File: config.mk
export PLATFORM = sky130hd
export DESIGN_NAME = sobel_edge_stage
export DESIGN_NICKNAME = d
export VERILOG_FILES = /design/src/rtl/img_pkg.sv /design/src/rtl/pixel_pos_tracker.sv /design/src/rtl/sobel_edge_stage.sv
export SDC_FILE = /design/constraint.sdc
export NUM_CORES = 1
export LEC_CHECK = 0
export BUFFER_PORTS_ARGS = -buffer_cell sky130_fd_sc_hd__buf_2
export CORE_MARGIN = 1.5
export CORE_UTILIZATION = 64
export DETAILED_ROUTE_END_ITERATION = 8
export HOLD_SLACK_MARGIN = 0.1
export PLACE_DENSITY_LB_ADDON = 0.15
export SYNTH_ARGS = -nofsm -noshare
export SYNTH_HDL_FRONTEND = slang
export SYNTH_SLANG_ARGS = --single-unit
File: constraint.sdc
create_clock -name clk -period 9.5 [get_ports clk]
set_input_delay 1.9 -clock clk [delete_from_list [all_inputs] [get_ports clk]]
set_output_delay 1.9 -clock clk [all_outputs]
set_load 0.01 [all_outputs]
File: src/rtl/img_pkg.sv
// Shared pixel/gradient types and helpers for the image pipeline.
package img_pkg;

  localparam int unsigned DW      = 8;
  localparam int unsigned GRAD_W  = DW + 3;
  localparam int unsigned PIX_MAX = (1 << DW) - 1;

  typedef logic [DW-1:0]            pixel_t;
  typedef logic signed [GRAD_W-1:0] grad_t;
  typedef logic [GRAD_W-1:0]        mag_t;

  // Per-window attributes that travel alongside the arithmetic.
  typedef struct packed {
    logic   valid;
    logic   interior;
    logic   eof;
    pixel_t threshold;
  } side_t;

  // Weighted 1-2-1 sum of three pixels, widened to gradient width.
  function automatic mag_t wsum(input pixel_t a, input pixel_t b, input pixel_t c);
    return GRAD_W'(a) + (GRAD_W'(b) << 1) + GRAD_W'(c);
  endfunction

  // Absolute value of a gradient; |g| <= 1020 so no overflow on negation.
  function automatic mag_t abs_grad(input grad_t g);
    return g[GRAD_W-1] ? mag_t'(-g) : mag_t'(g);
  endfunction

endpackage

File: src/rtl/pixel_pos_tracker.sv
// Tracks the frame position of the newest window pixel and flags border/last beats.
module pixel_pos_tracker #(
  parameter int unsigned IMG_W = 100,
  parameter int unsigned IMG_H = 100
) (
  input  logic clk,
  input  logic rst_n,
  input  logic in_valid,
  input  logic sof,
  output logic interior_c,
  output logic last_pixel_c
);

  localparam int unsigned COL_W = $clog2(IMG_W);
  localparam int unsigned ROW_W = $clog2(IMG_H);

  logic [COL_W-1:0] col;
  logic [ROW_W-1:0] row;
  logic [COL_W-1:0] cur_col;
  logic [ROW_W-1:0] cur_row;
  logic             resync;

  // Position of the current beat: sof forces (0,0) on the same beat.
  always_comb begin
    resync       = in_valid & sof;
    cur_col      = resync ? '0 : col;
    cur_row      = resync ? '0 : row;
    interior_c   = (cur_row >= ROW_W'(2)) && (cur_col >= COL_W'(2));
    last_pixel_c = (cur_row == ROW_W'(IMG_H - 1)) && (cur_col == COL_W'(IMG_W - 1));
  end

  // Advance on every accepted window, wrapping at line and frame ends.
  always_ff @(posedge clk or negedge rst_n) begin
    if (!rst_n) begin
      col <= '0;
      row <= '0;
    end else if (in_valid) begin
      if (last_pixel_c) begin
        col <= '0;
        row <= '0;
      end else if (cur_col == COL_W'(IMG_W - 1)) begin
        col <= '0;
        row <= cur_row + ROW_W'(1);
      end else begin
        col <= cur_col + COL_W'(1);
        row <= cur_row;
      end
    end
  end

endmodule

File: src/rtl/sobel_edge_stage.sv
// Three-stage Sobel edge detector; out_valid follows in_valid by three cycles.
module sobel_edge_stage
  import img_pkg::*;
#(
  parameter int unsigned IMG_W = 100,
  parameter int unsigned IMG_H = 100
) (
  input  logic   clk,
  input  logic   rst_n,
  input  logic   in_valid,
  input  logic   sof,
  input  pixel_t i11,
  input  pixel_t i12,
  input  pixel_t i13,
  input  pixel_t i21,
  input  pixel_t i22,
  input  pixel_t i23,
  input  pixel_t i31,
  input  pixel_t i32,
  input  pixel_t i33,
  input  pixel_t threshold,
  output logic   out_valid,
  output pixel_t edge_mag,
  output logic   edge_bit,
  output logic   eof
);

  logic   interior_c;
  logic   last_pixel_c;
  grad_t  gx_c;
  grad_t  gy_c;
  mag_t   sum_c;
  pixel_t sat_c;

  side_t  s1_side;
  grad_t  s1_gx;
  grad_t  s1_gy;
  side_t  s2_side;
  mag_t   s2_ax;
  mag_t   s2_ay;

  pixel_pos_tracker #(
    .IMG_W (IMG_W),
    .IMG_H (IMG_H)
  ) u_pos (
    .clk          (clk),
    .rst_n        (rst_n),
    .in_valid     (in_valid),
    .sof          (sof),
    .interior_c   (interior_c),
    .last_pixel_c (last_pixel_c)
  );

  // Gradients and saturated magnitude; the centre pixel i22 has zero weight.
  always_comb begin
    gx_c  = grad_t'(wsum(i13, i23, i33) - wsum(i11, i21, i31));
    gy_c  = grad_t'(wsum(i31, i32, i33) - wsum(i11, i12, i13));
    sum_c = s2_ax + s2_ay;
    sat_c = (sum_c > mag_t'(PIX_MAX)) ? pixel_t'(PIX_MAX) : sum_c[DW-1:0];
  end

  // S1: capture gradients together with threshold, border and eof flags.
  always_ff @(posedge clk or negedge rst_n) begin
    if (!rst_n) begin
      s1_side <= '0;
      s1_gx   <= '0;
      s1_gy   <= '0;
    end else begin
      s1_side.valid <= in_valid;
      if (in_valid) begin
        s1_side.interior  <= interior_c;
        s1_side.eof       <= last_pixel_c;
        s1_side.threshold <= threshold;
        s1_gx             <= gx_c;
        s1_gy             <= gy_c;
      end
    end
  end

  // S2: absolute gradients.
  always_ff @(posedge clk or negedge rst_n) begin
    if (!rst_n) begin
      s2_side <= '0;
      s2_ax   <= '0;
      s2_ay   <= '0;
    end else begin
      s2_side.valid <= s1_side.valid;
      if (s1_side.valid) begin
        s2_side.interior  <= s1_side.interior;
        s2_side.eof       <= s1_side.eof;
        s2_side.threshold <= s1_side.threshold;
        s2_ax             <= abs_grad(s1_gx);
        s2_ay             <= abs_grad(s1_gy);
      end
    end
  end

  // S3: mask border windows, threshold, drive outputs; data holds between results.
  always_ff @(posedge clk or negedge rst_n) begin
    if (!rst_n) begin
      out_valid <= 1'b0;
      edge_mag  <= '0;
      edge_bit  <= 1'b0;
      eof       <= 1'b0;
    end else begin
      out_valid <= s2_side.valid;
      eof       <= s2_side.valid & s2_side.eof;
      if (s2_side.valid) begin
        edge_mag <= s2_side.interior ? sat_c : '0;
        edge_bit <= s2_side.interior && (sat_c >= s2_side.threshold);
      end
    end
  end

endmodule

==> results.toml, run 1 <==
[sta]
finalSetupViolations = 0
period_needed_ps = 5460
slew_viol_final = 0
fmax_ghz = 0.183
rsz0062_at_grt = "no"
max_slew_margin = 0.425
clock_skew_ps = 4.93
hold_violations = 0
period_share = 0.575
fin_setup_tns_ps = 0
tightest_slew_ps = 841

[min_path]
holdCritPathClass = "reg2reg"
min_from = "s1_side[5]"

[die]
core-area_um2 = 10400
die_w_um = 107
num_rows = 37
dieArea_um2 = 11500
die_h_um = 107
io_pins = 95
initial_core_util = 0.666

[critical_path]
cp-startpoint = "i31[2]"
path_class = "in2reg"
path_max_fanout = 3
r2r_slack_ps = 5660
worstPathArrival_ps = 5720
worstSetupStartpointType = "input pin"
r2r_start = "s2_ax[0]"
cp.required_ps = 9760
crit_path_end_kind = "flop"

[layout]
nNetsFinal = 971
fillers = 781
antenna_cells = 0
area_growth_pct = 10.4
multi_input_area_um2 = 4190
area.sequential_um2 = 2280
drive_gt1_frac = 0.167

[synthesis]
syn_inst = 699
synth_nets = 894
synth_area_leader_cell = "dfrtp_1"
synth_top_area_share = 0.328
yosysMostFrequentCell = "inv_1"
yosysSeqAreaShare = 0.328
ys_async_sr_fraction = 1.00
synth_edf_count = 0
ys_seq_elements = 91
ys_warn_count = 0
postSynthAreaPerCell_um2 = 9.92
ys_top_cells_by_area = "dfrtp_1 33%, fa_1 18%, ha_1 8.7%, inv_1 5.4%, o21ai_0 3.5%"
post_synth_num_cell_types = 56
synth_common_cells = "100 x inv_1, 91 x dfrtp_1, 63 x fa_1"
netlist_area_um2 = 6930
ys.flop_type = "dfrtp_1"

[route]
drt_first_pass_iters = 5
drc = 0
drt-wirelength-per-cell_um = 14.9
drtAntennaViolNets = 0
dr.first_iter.drc_count = 277
vias_per_cell = 5.70
finalWirelength_um = 13600
vias = 5222

[cts]
cts_setup_buffers = 0
clk_pin_slew_ps = 90
cts_hold_buffers = 0
cts.path.max_buffers = 2
cts_resized = 0
cts_made_buffers = 9
clock_sinks = 91
root_buffer = "clkbuf_8"
clk_latency_ps = 370
htree_num_levels = 3
cts_tree = "yes"

[global_route]
grt_pass1_vias = 5260
grt_max_degree = 53
grt_overflow = 0
antenna_found_initial = 0
grt_pass1_wl_um = 23100
grtUsageTotal = 0.253

[power]
p_sw_frac = 0.439
pwr-share-comb = 0.588
powerDensity_nw_per_um2 = 274
power_uw = 2100
ir_worst_vdd_mv = 0.153
p_sw_uw = 921
clockPowerShare = 0.124
p_leak_uw = 0.00367
pwr-share-seq = 0.288
power.internal_uw = 1180

[placed_design]
port_buffers = 86
dp_hpwl_um = 10800
place.gp.congestion = 0.851

[outcome]
outcome = "complete, no violations"

[run]
maxCapViolCount = 0
-- path summary, 6_finish.rpt --
| check | depth (start not counted) | to |
|---|---|---|
| worst max-delay path | 14 | s1_gx[8] |
| worst min-delay path | 2 | s2_side[5] |
| worst max register to register | 16 | edge_bit |
| worst min register to register | 2 | s2_side[5] |
| max in group asynchronous | 2 | out_valid |
| min in group asynchronous | 1 | edge_mag[2] |
-- layout by cell type (no fill, tap or decap), types with 10 or more instances in the layout --
cell type,n
inv_1,100
dfrtp_1,91
buf_2,85
fa_1,63
nand2_1,58
o21ai_0,48
ha_1,48
a21oi_1,36
nor2_1,32
mux2_2,21
xor2_1,19
nand3_1,16
nor3_1,13
xnor2_1,12
a31oi_1,10
-- logic make-up after synthesis --
| group | share of synthesized area |
|---|---|
| AO/OA/AOI/OAI | 0.142 |
| XOR/XNOR | 0.0392 |
| adder cells (fa/ha/maj) | 0.268 |
| buffers and inverters | 0.0678 |
| flip-flops | 0.328 |
| multiplexers | 0.0428 |
| AND/OR/NAND/NOR | 0.111 |
-- area by class of cell --
cell class,instances,share of cell area
clock buffers,9,0.0162
inverters,100,0.0490
flip-flops and latches,91,0.298
repair buffers,89,0.0595
clock inverters,6,0.00850
well taps,136,0.0222
multi-input cells,485,0.547
-- sequential cells by signal, indices dropped and copies added, names as in the netlist --
register	flops
u_pos.col	7
out_valid	1
s1_gx	11
u_pos.row	7
s2_ay	11
s1_side	11
edge_mag	8
s2_ax	11
edge_bit	1
eof	1
s2_side	11
s1_gy	11
-- per-layer routing --
metal / global-route usage / up-vias / share of wire
met5: 0 / - / 0
met4: 0.0581 / 0 / 0.0089
li1: - / 2518 / -
met3: 0.0590 / 16 / 0.033
met2: 0.434 / 104 / 0.52
met1: 0.328 / 2584 / 0.44
-- critical path: stages --
cell and delay [ps]:
buf_2 110, inv_1 60, fa_1 490, inv_1 60, fa_1 520, fa_1 610, inv_1 70, ha_1 300
a21o_1 180, a21oi_1 220, o21ai_1 150, a2111oi_0 630, o31ai_1 170, a31o_2 250
-- power groups by stage --
stage | Sequential (uW) | Clock, uW | Combinational (uW)
6_report | 603 | 260 | 1230
5_1_grt | 616 | 281 | 1380
4_1_cts | 600 | 267 | 1230
3_5_place_dp | 607 | 0 | 1220
3_3_place_gp | 600 | 0 | 1170
2_1_floorplan | 572 | 0 | 981
-- per-stage QoR --
stage / cells / cell area (um2) / setup slack (ps) / util / hold slack [ps]
after floorplan: 699 / 6930 / 4100 / - / 352
after global placement: 901 / 7460 / 3730 / 0.717 / 459
after detailed placement: 901 / 7460 / 3660 / 0.717 / 468
after CTS: 916 / 7650 / 4060 / 0.735 / 488
after global routing: 916 / 7650 / 3850 / 0.735 / 527
final: 916 / 7650 / 4040 / 0.735 / 485
(Power assumes the default switching activity.)
==> run 2, diff against run 1 <==
Settings changed: CORE_UTILIZATION 64 to 53.
Clock period 9.5 ns to 4.7 ns, I/O delays scaled along.
==> results.toml, run 2 (synthesis gave the netlist of run 1 again) <==
[critical_path]
r2r_start = "s2_ax[0]"
cp-startpoint = "i31[2]"
r2r-end = "edge_bit"
cp.required_ps = 4920
worstSetupStartpointType = "input pin"
critical_path.cell_chain = "buf_2 -> inv_1 -> fa_1 -> inv_1 -> fa_1 -> fa_1 -> inv_1 -> ha_1 -> a21o_1 -> a21oi_1 -> o21ai_1 -> a2111oi_0 -> buf_4 -> o31ai_1 -> a31o_2"
worstPathArrival_ps = 4600
path_class = "in2reg"
max_stage_delay_ps = 580
r2r_cells = 17
slowest_stage = "fa_1"
path_max_fanout = 3
path_delay_family = "adder cells"
crit_path_end_kind = "flop"
path_depth = 15
r2r_slack_ps = 1080
crit_buf_inv = 5
endpoint = "s1_gx[8]"

[die]
initial_core_util = 0.547
io_pins = 95
core-area_um2 = 12700
num_rows = 41
dieArea_um2 = 13800
die_w_um = 117
die_h_um = 117

[route]
dr.first_iter.drc_count = 191
dr.max_layer_used = "met4"
drtAntennaViolNets = 0
vias = 5117
drt-wirelength-per-cell_um = 13.5
met3_length_um = 372
finalWirelength_um = 13000
wl_met1_um = 6110
wl_met2_um = 6380
drt_first_pass_iters = 5
vias_per_cell = 5.33
drc = 0

[global_route]
grtUsageTotal = 0.203
grt_overflow = 0
grt_pass1_vias = 5330
grt_pass1_wl_um = 23400
antenna_found_initial = 0
grt_max_degree = 61

[sta]
clock_skew_ps = 8.97
period_share = 0.931
finalSetupViolations = 0
tightest_slew_ps = 658
hold_violations = 0
rsz0062_at_grt = "no"
fin_setup_tns_ps = 0
slew_viol_final = 0
fmax_ghz = 0.229
period_needed_ps = 4380
max_slew_margin = 0.561

[layout]
fin_util = 0.619
final_cell_mix = "100 x inv_1, 91 x dfrtp_1, 85 x buf_2"
final_common_cell = "inv_1"
stdcell_count = 960
area_growth_pct = 13.1
antenna_cells = 0
fillers = 1097
area.sequential_um2 = 2280
nNetsFinal = 978
drive_gt1_frac = 0.174
multi_input_area_um2 = 4190

[power]
pwr-share-seq = 0.276
power.internal_uw = 2560
ir_worst_vdd_mv = 0.285
pwr-share-comb = 0.571
p_leak_uw = 0.00374
p_sw_uw = 1830
powerDensity_nw_per_um2 = 560
clockPowerShare = 0.153
p_sw_frac = 0.418

[cts]
cts_tree = "yes"
root_buffer = "clkbuf_16"
cts_resized = 0
clk_pin_slew_ps = 60
cts.path.max_buffers = 2
clock_sinks = 91
clk_latency_ps = 340
cts_setup_buffers = 0
cts_hold_buffers = 0
htree_num_levels = 3
cts_made_buffers = 9

[min_path]
holdCritPathClass = "reg2reg"

[placed_design]
dp_hpwl_um = 10200
place.gp.congestion = 0.806
dp.cells = 944
port_buffers = 86

[outcome]
outcome = "complete, no violations"

[run]
maxCapViolCount = 0
run 2: cell types whose count changed in the layout (fill, tap and decap cells not counted), sizes merged:
cell	previous run	this run
clkinvlp	1	2
clkbuf	9	11
inv	102	101
buf	89	96
bufinv	1	0
run 2: cell type report:
type,count,area share
multi-input cells,485,0.534
flip-flops and latches,91,0.290
repair buffers,96,0.0648
inverters,100,0.0479
clock buffers,11,0.0310
well taps,172,0.0274
clock inverters,5,0.00479
run 2: worst min-delay path by stage:
stage          depth (start not counted)   startpoint     endpoint
5_1_grt                                2   s1_side[4]   s2_side[4]
2_1_floorplan                          0  s1_side[10]  s2_side[10]
3_3_place_gp                           2   s1_side[4]   s2_side[4]
6_report                               2   s1_side[3]   s2_side[3]
3_5_place_dp                           2   s1_side[3]   s2_side[3]
4_1_cts                                2   s1_side[3]   s2_side[3]
run 2: tightest hold or removal path: cells and delay by family, from the launching register on:
family	cells	cell delay [ps]
AND/OR/NAND/NOR	1	50
AO/OA/AOI/OAI	1	60
flip-flops	1	340
run 2: power groups by stage:
stage	clock [uW]	combinational (uW)	sequential, uW
6_report	670	2510	1210
2_1_floorplan	0	1980	1160
5_1_grt	722	2870	1240
3_3_place_gp	0	2440	1220
3_5_place_dp	0	2510	1220
4_1_cts	686	2530	1210
run 2: metrics by stage:
step / cell area [um2] / hold WS [ps] / setup WS, ps / power [uW]
floorplan: 6930 / 352 / 257 / 3140
global placement: 7560 / 460 / 59.2 / 3650
detailed placement: 7560 / 471 / 35.9 / 3730
CTS: 7840 / 485 / 383 / 4430
global route: 7840 / 509 / 109 / 4830
finish: 7840 / 480 / 324 / 4390
run 2: per-layer routing:
metal / up-vias / GRT usage
met5: - / 0
met4: 0 / 0.0494
met3: 14 / 0.0370
met2: 75 / 0.341
met1: 2500 / 0.275
li1: 2528 / -
==> run 3, diff against run 2 <==
Settings changed: CORE_UTILIZATION 53 to 59.
Clock period 4.7 ns to 4.15 ns, I/O delays scaled along.
==> results.toml, run 3 (synthesis gave the netlist of run 1 again) <==
[critical_path]
path_max_fanout = 3
cp-startpoint = "i31[2]"
r2r-end = "edge_bit"
r2r_start = "s2_ax[0]"
endpoint = "s1_gx[8]"
path_class = "in2reg"
r2r_cells = 16
worstSetupStartpointType = "input pin"
worstPathArrival_ps = 4200
crit_path_end_kind = "flop"
cp.required_ps = 4390
r2r_slack_ps = 670

[power]
power_uw = 5180
p_leak_uw = 0.00378
p_sw_uw = 2200
pwr-share-comb = 0.585
power.internal_uw = 2980
powerDensity_nw_per_um2 = 656
clockPowerShare = 0.149
pwr-share-seq = 0.266
p_sw_frac = 0.425
ir_worst_vdd_mv = 0.484

[layout]
fillers = 906
area_growth_pct = 13.8
final_cell_mix = "100 x inv_1, 91 x dfrtp_1, 85 x buf_2"
area.sequential_um2 = 2280
antenna_cells = 0
fin_util = 0.691
final_common_cell = "inv_1"
multi_input_area_um2 = 4210
drive_gt1_frac = 0.185
nNetsFinal = 986

[cts]
cts_tree = "yes"
root_buffer = "clkbuf_16"
cts.path.max_buffers = 2
htree_num_levels = 3
clock_sinks = 91
clk_latency_ps = 340
cts_made_buffers = 9
clk_pin_slew_ps = 70

[min_path]
holdCritPathClass = "reg2reg"

[route]
drt-wirelength-per-cell_um = 14.9
dr.first_iter.drc_count = 288
vias = 5285
vias_per_cell = 5.63
drt_first_pass_iters = 4
drc = 0
drtAntennaViolNets = 0
finalWirelength_um = 14000

[global_route]
grt_overflow = 0
grt_pass1_wl_um = 24200
grt_pass1_vias = 5399
grtUsageTotal = 0.240
grt_max_degree = 62
antenna_found_initial = 0

[sta]
finalSetupViolations = 0
final.setup.worst_slack_ps = 188
max_slew_margin = 0.429
rsz0062_at_grt = "yes"
hold_violations = 0
period_needed_ps = 3960
slew_viol_final = 0
period_share = 0.955
tightest_slew_ps = 857
clock_skew_ps = 6.21
fmax_ghz = 0.252
fin_setup_tns_ps = 0

[die]
num_rows = 39
die_w_um = 111
core-area_um2 = 11400
die_h_um = 111
initial_core_util = 0.607
dieArea_um2 = 12400
io_pins = 95

[outcome]
outcome = "complete, no violations"

[placed_design]
dp_hpwl_um = 10900
dp_slack_ps = -252
port_buffers = 86
place.gp.congestion = 0.820

[run]
maxCapViolCount = 0
run 3: layout make-up:
cell class	count	share of cell area
multi-input combinational	485	0.534
sequential	91	0.289
timing repair buffer	104	0.0720
inverter	100	0.0476
clock buffer	11	0.0308
tap	143	0.0227
clock inverter	5	0.00460
run 3: layer usage:
metal,up-vias,routed length [um],GRT usage
met5,-,0,0
met4,0,225,0.0658
met3,23,436,0.0392
met2,100,7250,0.412
met1,2606,6120,0.318
li1,2556,-,-
run 3: worst max-delay path, cell delays in order:
cell       delay [ps]
buf_2             100
inv_1              60
fa_1              510
inv_1              60
fa_1              480
fa_1              550
inv_1              70
ha_1              280
a21o_1            110
a21oi_1            90
o21ai_2           210
a2111oi_4         110
or4_1             500
a31o_2            250
run 3: how the worst min path moves through the flow:
stage / startpoint / to / slack [ps] / cells after the start
global route: s2_side[8] / eof / 510 / 1
global placement: s1_side[7] / s2_side[7] / 460 / 2
CTS: s2_side[8] / eof / 490 / 1
floorplan: s1_side[10] / s2_side[10] / 350 / 0
detailed placement: s1_side[3] / s2_side[3] / 460 / 2
finish: s2_side[8] / eof / 480 / 1
run 3: stage by stage:
step                hold WS (ps)  cell area (um2)  instances
floorplan                    352             6940        699
global placement             462             7590        923
detailed placement           463             7590        923
CTS                          486             7870        939
global route                 506             7890        939
finish                       476             7890        939
run 3: timing repair:
action	CTS	global route
setup endpoints to repair	0	4
resized for setup	0	5
hold buffers	0	0
buffers inserted	0	0
run 3: power by group through the flow:
stage	clock network, uW	registers (uW)	logic (uW)
2_1_floorplan	0	1310	2260
3_3_place_gp	0	1380	2830
3_5_place_dp	0	1390	2980
4_1_cts	786	1380	3020
5_1_grt	823	1420	3410
6_report	769	1380	3030
